`src/rtl/cprv_hazard_pkg.sv`:
```
// Shared opcode constants and hazard FSM state encoding for the CPRV pipeline
// control logic (hazard detection and forwarding).
package cprv_hazard_pkg;

    localparam logic [6:0] LOAD      = 7'b0000011;
    localparam logic [6:0] STORE     = 7'b0100011;
    localparam logic [6:0] OP        = 7'b0110011;
    localparam logic [6:0] OP_IMM    = 7'b0010011;
    localparam logic [6:0] OP_32     = 7'b0111011;
    localparam logic [6:0] OP_IMM_32 = 7'b0011011;

    typedef enum logic [1:0] {
        HZ_RUN      = 2'd0,
        HZ_LU_HOLD  = 2'd1,
        HZ_MEM_WAIT = 2'd2
    } hz_state_t;

    function automatic logic is_mem_op(input logic [6:0] opc);
        return (opc == LOAD) || (opc == STORE);
    endfunction

endpackage

```
`src/rtl/cprv_sat_counter.sv`:
```
// Saturating up-counter with synchronous clear; holds at all-ones.
module cprv_sat_counter #(
    parameter int WIDTH = 16
) (
    input  logic             clk,
    input  logic             rst,
    input  logic             inc_en,
    output logic [WIDTH-1:0] count
);

    logic [WIDTH-1:0] count_q;
    logic [WIDTH-1:0] count_d;

    always_comb begin
        count_d = count_q;
        if (inc_en && (count_q != {WIDTH{1'b1}})) begin
            count_d = count_q + 1'b1;
        end
    end

    always_ff @(posedge clk) begin
        if (rst) begin
            count_q <= '0;
        end else begin
            count_q <= count_d;
        end
    end

    assign count = count_q;

endmodule

```
`src/rtl/cprv_hazard_unit.sv`:
```
// Load-use and data-memory-wait hazard control for the CPRV pipeline.
// Optional performance counters are built when CPRV_HAZARD_PERF_EN is defined.
//
// state       | meaning
// HZ_RUN      | no hazard in progress
// HZ_LU_HOLD  | second bubble of a load-use stall
// HZ_MEM_WAIT | pipeline frozen on data memory; lu_pend = a load-use bubble is still owed
module cprv_hazard_unit
    import cprv_hazard_pkg::*;
#(
    parameter int DATA_WIDTH = 64
) (
    input  logic        clk,
    input  logic        rst,
    input  logic        valid_id,
    input  logic [4:0]  rs1_addr_id,
    input  logic [4:0]  rs2_addr_id,
    input  logic        rs1_used_id,
    input  logic        rs2_used_id,
    input  logic [6:0]  opcode_ex,
    input  logic [4:0]  rd_addr_ex,
    input  logic        rd_en_ex,
    input  logic [6:0]  opcode_mem,
    input  logic        dmem_ready,
    output logic        stall_if,
    output logic        stall_id,
    output logic        stall_ex,
    output logic        stall_mem,
    output logic        bubble_ex,
    output logic [1:0]  hz_state
`ifdef CPRV_HAZARD_PERF_EN
    ,
    output logic [31:0] stall_cycles,
    output logic [15:0] lu_events
`endif
);

    if (DATA_WIDTH % 32 != 0) begin : g_width_check
        $error("cprv_hazard_unit: DATA_WIDTH must be a multiple of 32");
    end

    hz_state_t state_q, state_d;
    logic      lu_pend_q, lu_pend_d;
    logic      lu_hit;
    logic      mem_wait;
    logic      rs1_match;
    logic      rs2_match;

    assign rs1_match = rs1_used_id && (rs1_addr_id == rd_addr_ex);
    assign rs2_match = rs2_used_id && (rs2_addr_id == rd_addr_ex);

    assign lu_hit = valid_id && (opcode_ex == LOAD) && rd_en_ex &&
                    (rd_addr_ex != 5'd0) && (rs1_match || rs2_match);

    assign mem_wait = is_mem_op(opcode_mem) && !dmem_ready;

    always_comb begin
        state_d   = state_q;
        lu_pend_d = lu_pend_q;
        stall_if  = 1'b0;
        stall_id  = 1'b0;
        stall_ex  = 1'b0;
        stall_mem = 1'b0;
        bubble_ex = 1'b0;

        if (rst) begin
            state_d   = HZ_RUN;
            lu_pend_d = 1'b0;
        end else if (mem_wait) begin
            // Memory freeze overrides any load-use bubble; a bubble owed from
            // LU_HOLD is remembered in lu_pend and issued when memory completes.
            stall_if  = 1'b1;
            stall_id  = 1'b1;
            stall_ex  = 1'b1;
            stall_mem = 1'b1;
            case (state_q)
                HZ_RUN: begin
                    state_d   = HZ_MEM_WAIT;
                    lu_pend_d = 1'b0;
                end
                HZ_LU_HOLD: begin
                    state_d   = HZ_MEM_WAIT;
                    lu_pend_d = 1'b1;
                end
                default: state_d = HZ_MEM_WAIT;
            endcase
        end else begin
            case (state_q)
                HZ_LU_HOLD: begin
                    stall_if  = 1'b1;
                    stall_id  = 1'b1;
                    bubble_ex = 1'b1;
                    state_d   = HZ_RUN;
                end
                HZ_MEM_WAIT: begin
                    lu_pend_d = 1'b0;
                    if (lu_pend_q) begin
                        stall_if  = 1'b1;
                        stall_id  = 1'b1;
                        bubble_ex = 1'b1;
                        state_d   = HZ_RUN;
                    end else if (lu_hit) begin
                        stall_if  = 1'b1;
                        stall_id  = 1'b1;
                        bubble_ex = 1'b1;
                        state_d   = HZ_LU_HOLD;
                    end else begin
                        state_d   = HZ_RUN;
                    end
                end
                default: begin
                    if (lu_hit) begin
                        stall_if  = 1'b1;
                        stall_id  = 1'b1;
                        bubble_ex = 1'b1;
                        state_d   = HZ_LU_HOLD;
                    end else begin
                        state_d   = HZ_RUN;
                    end
                end
            endcase
        end
    end

    always_ff @(posedge clk) begin
        if (rst) begin
            state_q   <= HZ_RUN;
            lu_pend_q <= 1'b0;
        end else begin
            state_q   <= state_d;
            lu_pend_q <= lu_pend_d;
        end
    end

    assign hz_state = rst ? 2'd0 : state_q;

`ifdef CPRV_HAZARD_PERF_EN
    logic lu_entry;

    assign lu_entry = !rst && (state_q == HZ_RUN) && (state_d == HZ_LU_HOLD);

    cprv_sat_counter #(.WIDTH(32)) u_stall_cnt (
        .clk    (clk),
        .rst    (rst),
        .inc_en (stall_id),
        .count  (stall_cycles)
    );

    cprv_sat_counter #(.WIDTH(16)) u_lu_cnt (
        .clk    (clk),
        .rst    (rst),
        .inc_en (lu_entry),
        .count  (lu_events)
    );
`endif

endmodule

```
`config.mk`:
```
export PLATFORM = sky130hd
export DESIGN_NAME = cprv_hazard_unit
export DESIGN_NICKNAME = d
export VERILOG_FILES = /design/src/rtl/cprv_hazard_pkg.sv /design/src/rtl/cprv_sat_counter.sv /design/src/rtl/cprv_hazard_unit.sv
export SDC_FILE = /design/constraint.sdc
export NUM_CORES = 1
export LEC_CHECK = 0
export ABC_AREA = 1
export BUFFER_PORTS_ARGS = -buffer_cell sky130_fd_sc_hd__buf_4
export CORE_AREA = 2 2 39 41
export CTS_CLUSTER_SIZE = 8
export DETAILED_ROUTE_END_ITERATION = 16
export DIE_AREA = 0 0 41 43
export GPL_TIMING_DRIVEN = 0
export HOLD_SLACK_MARGIN = 0.03
export PLACE_DENSITY = 0.9
export SKIP_CTS_REPAIR_TIMING = 1
export SYNTH_ARGS = -nofsm -noshare
export SYNTH_HDL_FRONTEND = slang
export SYNTH_HIERARCHICAL = 1
export SYNTH_SLANG_ARGS = --single-unit
```
`constraint.sdc`:
```
create_clock -name clk -period 2.79 [get_ports clk]
set_input_delay 0.6975 -clock clk [delete_from_list [all_inputs] [get_ports clk]]
set_output_delay 0.6975 -clock clk [all_outputs]
set_load 0.02 [all_outputs]
```
==> out/metrics.cfg <==
[power]
p_per_area_mw_per_mm2 = 222
seqPwrFrac_pct = 23.2
power_mw = 0.187
p_int_mw = 0.138
p_switching_mw = 0.0484
p_sw_share_pct = 25.9
p_leak_nw = 0.538
p_comb_share_pct = 36.9
ir_drop_mv = 0.269
clkPwrFrac_pct = 39.9

[detailed_routing]
drtPass1Iterations = 4
drt_iter0_drc = 8
wl_um = 1320
via_per_inst = 4.29
ant_nets = 0
wl_per_cell_um = 8.25
num_vias = 686
drc = 0

[synth]
yosysWarnings = 6
synth_area_per_cell_um2 = 4.90
synth_nets = 138
syn_area_um2 = 485
ys_seq_area_share_pct = 12.4
synth_cells = 99
synth.distinct_cells = 17
synth-seq-cells = 3

[die]
num_rows = 14
die_h_um = 43
start_util_pct = 35.1
coreArea_mm2 = 0.00138
die_w_um = 41
io_pins = 43
dieArea_mm2 = 0.00176

[worst_setup_path]
critPathTopFamily = simple AND/OR/NAND/NOR gates
arrival_ns = 1.74
slowest_stage = nor3_1
crit_path_end_kind = primary output
cp-start-kind = primary input
critPathMaxFanout = 3
cp.required_ns = 2.09
slowest_delay_ns = 0.14
critPathBufInv = 4
path_cells = buf_4, inv_1, nand3_1, nor3_1, nor2_1, nand2_1, nand2_1, nand2_2, nand2_1, buf_4, buf_4
path_class = primary input to primary output

[finish]
seqCellArea_um2 = 60.1
syn_to_final_growth_pct = 72.9
diodes = 0
fillers = 137
num-nets-final = 184
multi_input_area_um2 = 328
layout-drive-gt1-share_pct = 36.1

[clock_tree]
path_clk_slew_ns = 0.04
cts_tree = done
insertion_delay_ns = 0.23
cts.sinks = 3
cts_made_buffers = 3
cts-root-buf = clkbuf_4
ctsHtreeMaxLevel = 1
clockBufferDepth = 2

[hold_path]
holdCritPathClass = register to register

[sta]
setup_violations = 0
rsz0062_at_grt = no
totalNegativeSetupSlack_ns = 0
setup_ws_ns = 0.357
post-route-period-util_pct = 87.2
maxSlewHeadroom_pct = 85.1
worstMarginPinSlew_ns = 0.224
hold_violations = 0
fmax_ghz = 0.411
finalCriticalPeriod_ns = 2.43
report.final.slew_viol_count = 0
skew_ns = 0.00344

[global_routing]
track_usage_pct = 16.9
grt_pass1_vias = 640
grt_max_degree = 6
grt_overflow = 0
grt_pass1_wl_um = 2190
grt_antenna_before_repair = 0

[placed_design]
dp_hpwl_um = 1180
gp_congestion = 0.692
io_buffers = 41
dp_worst_setup_slack_ns = 0.346

[outcome]
status = finished clean

[run]
drv_cap = 0

==> power by group through the flow <==
| stage | sequential, mW | combinational (mW) | clock [mW] |
|---|---|---|---|
| after floorplan | 0.0439 | 0.0246 | 0 |
| after global placement | 0.0439 | 0.0669 | 0 |
| after detailed placement | 0.0439 | 0.0691 | 0 |
| after CTS | 0.0432 | 0.0694 | 0.0759 |
| after global routing | 0.0432 | 0.0783 | 0.0834 |
| final | 0.0432 | 0.0689 | 0.0745 |
==> worst paths after layout <==
kind | depth (start not counted) | from | slack [ns] | end
setup / recovery | 11 | rd_addr_ex[2] | 0.36 | stall_if
hold / removal | 2 | lu_pend_q | 0.54 | lu_pend_q
setup reg to reg | 5 | state_q[1] | 1.67 | state_q[0]
hold reg to reg | 2 | lu_pend_q | 0.54 | lu_pend_q
==> tightest hold or removal path, delay by kind of cell, from the launching register on <==
kind | cells | cell delay [ns]
AOI/OAI and AO/OA | 2 | 0.17
DFF | 1 | 0.32
==> stage by stage <==
stage / std cells / cell area, um2 / hold WS (ns) / util [%]
floorplan: 99 / 485 / 0.486 / -
detailed placement: 156 / 813 / 0.537 / 58.8
CTS: 160 / 840 / 0.543 / 60.7
global placement: 156 / 813 / 0.512 / 58.8
global route: 160 / 840 / 0.586 / 60.7
finish: 160 / 840 / 0.538 / 60.7
==> metal layers <==
| layer | vias to the layer above | wire (um) | global-route usage [%] |
|---|---|---|---|
| met5 | - | 0 | 0 |
| li1 | 381 | - | - |
| met2 | 22 | 703 | 30.3 |
| met3 | 0 | 82 | 3.66 |
| met4 | 0 | 0 | 4.00 |
| met1 | 283 | 534 | 18.6 |
==> sequential cells by signal, indices dropped and copies added, names as in the netlist <==
signal / flops
state_q: 2
lu_pend_q: 1
==> area by class of cell <==
cell class	count	area share (%)
Sequential cell	3	7.15
Multi-Input combinational cell	72	39.0
Tap cell	16	2.38
Inverter	22	9.84
Clock buffer	4	3.13
Timing Repair Buffer	41	36.7
Buffer	2	1.79
==> cell usage in the layout, fill, tap and decap left out <==
master / n
nor3_1: 2
nand2_1: 38
buf_4: 43
nand4_1: 1
clkbuf_4: 3
nand2_2: 1
nor2_2: 2
dfxtp_1: 3
nor2_1: 16
inv_2: 3
o21ai_0: 2
a31oi_1: 1
inv_1: 19
clkbuf_1: 1
o22ai_1: 1
o211ai_1: 1
nand3_1: 3
ha_1: 3
nand3b_1: 1
==> cells by family after synthesis <==
logic type / Yosys count / synth area share, %
simple gates: 64 / 53.6
fa+ha+maj: 3 / 7.73
buf+inv: 24 / 20.1
compound gates: 5 / 6.19
flops: 3 / 12.4
==> cell usage after synthesis (all sizes together) <==
| library cell | instances | area, um2 |
|---|---|---|
| nand2 | 39 | 149 |
| inv | 22 | 82.6 |
| ha | 3 | 37.5 |
| o211ai | 1 | 7.51 |
| nand3 | 3 | 15.0 |
| buf | 2 | 15.0 |
| dfxtp | 3 | 60.1 |
| o22ai | 1 | 6.26 |
| a31oi | 1 | 6.26 |
| nor2 | 18 | 72.6 |
| o21ai | 2 | 10.0 |
| nand3b | 1 | 7.51 |
| nor3 | 2 | 10.0 |
| nand4 | 1 | 6.26 |
(Power assumes the default switching activity.)
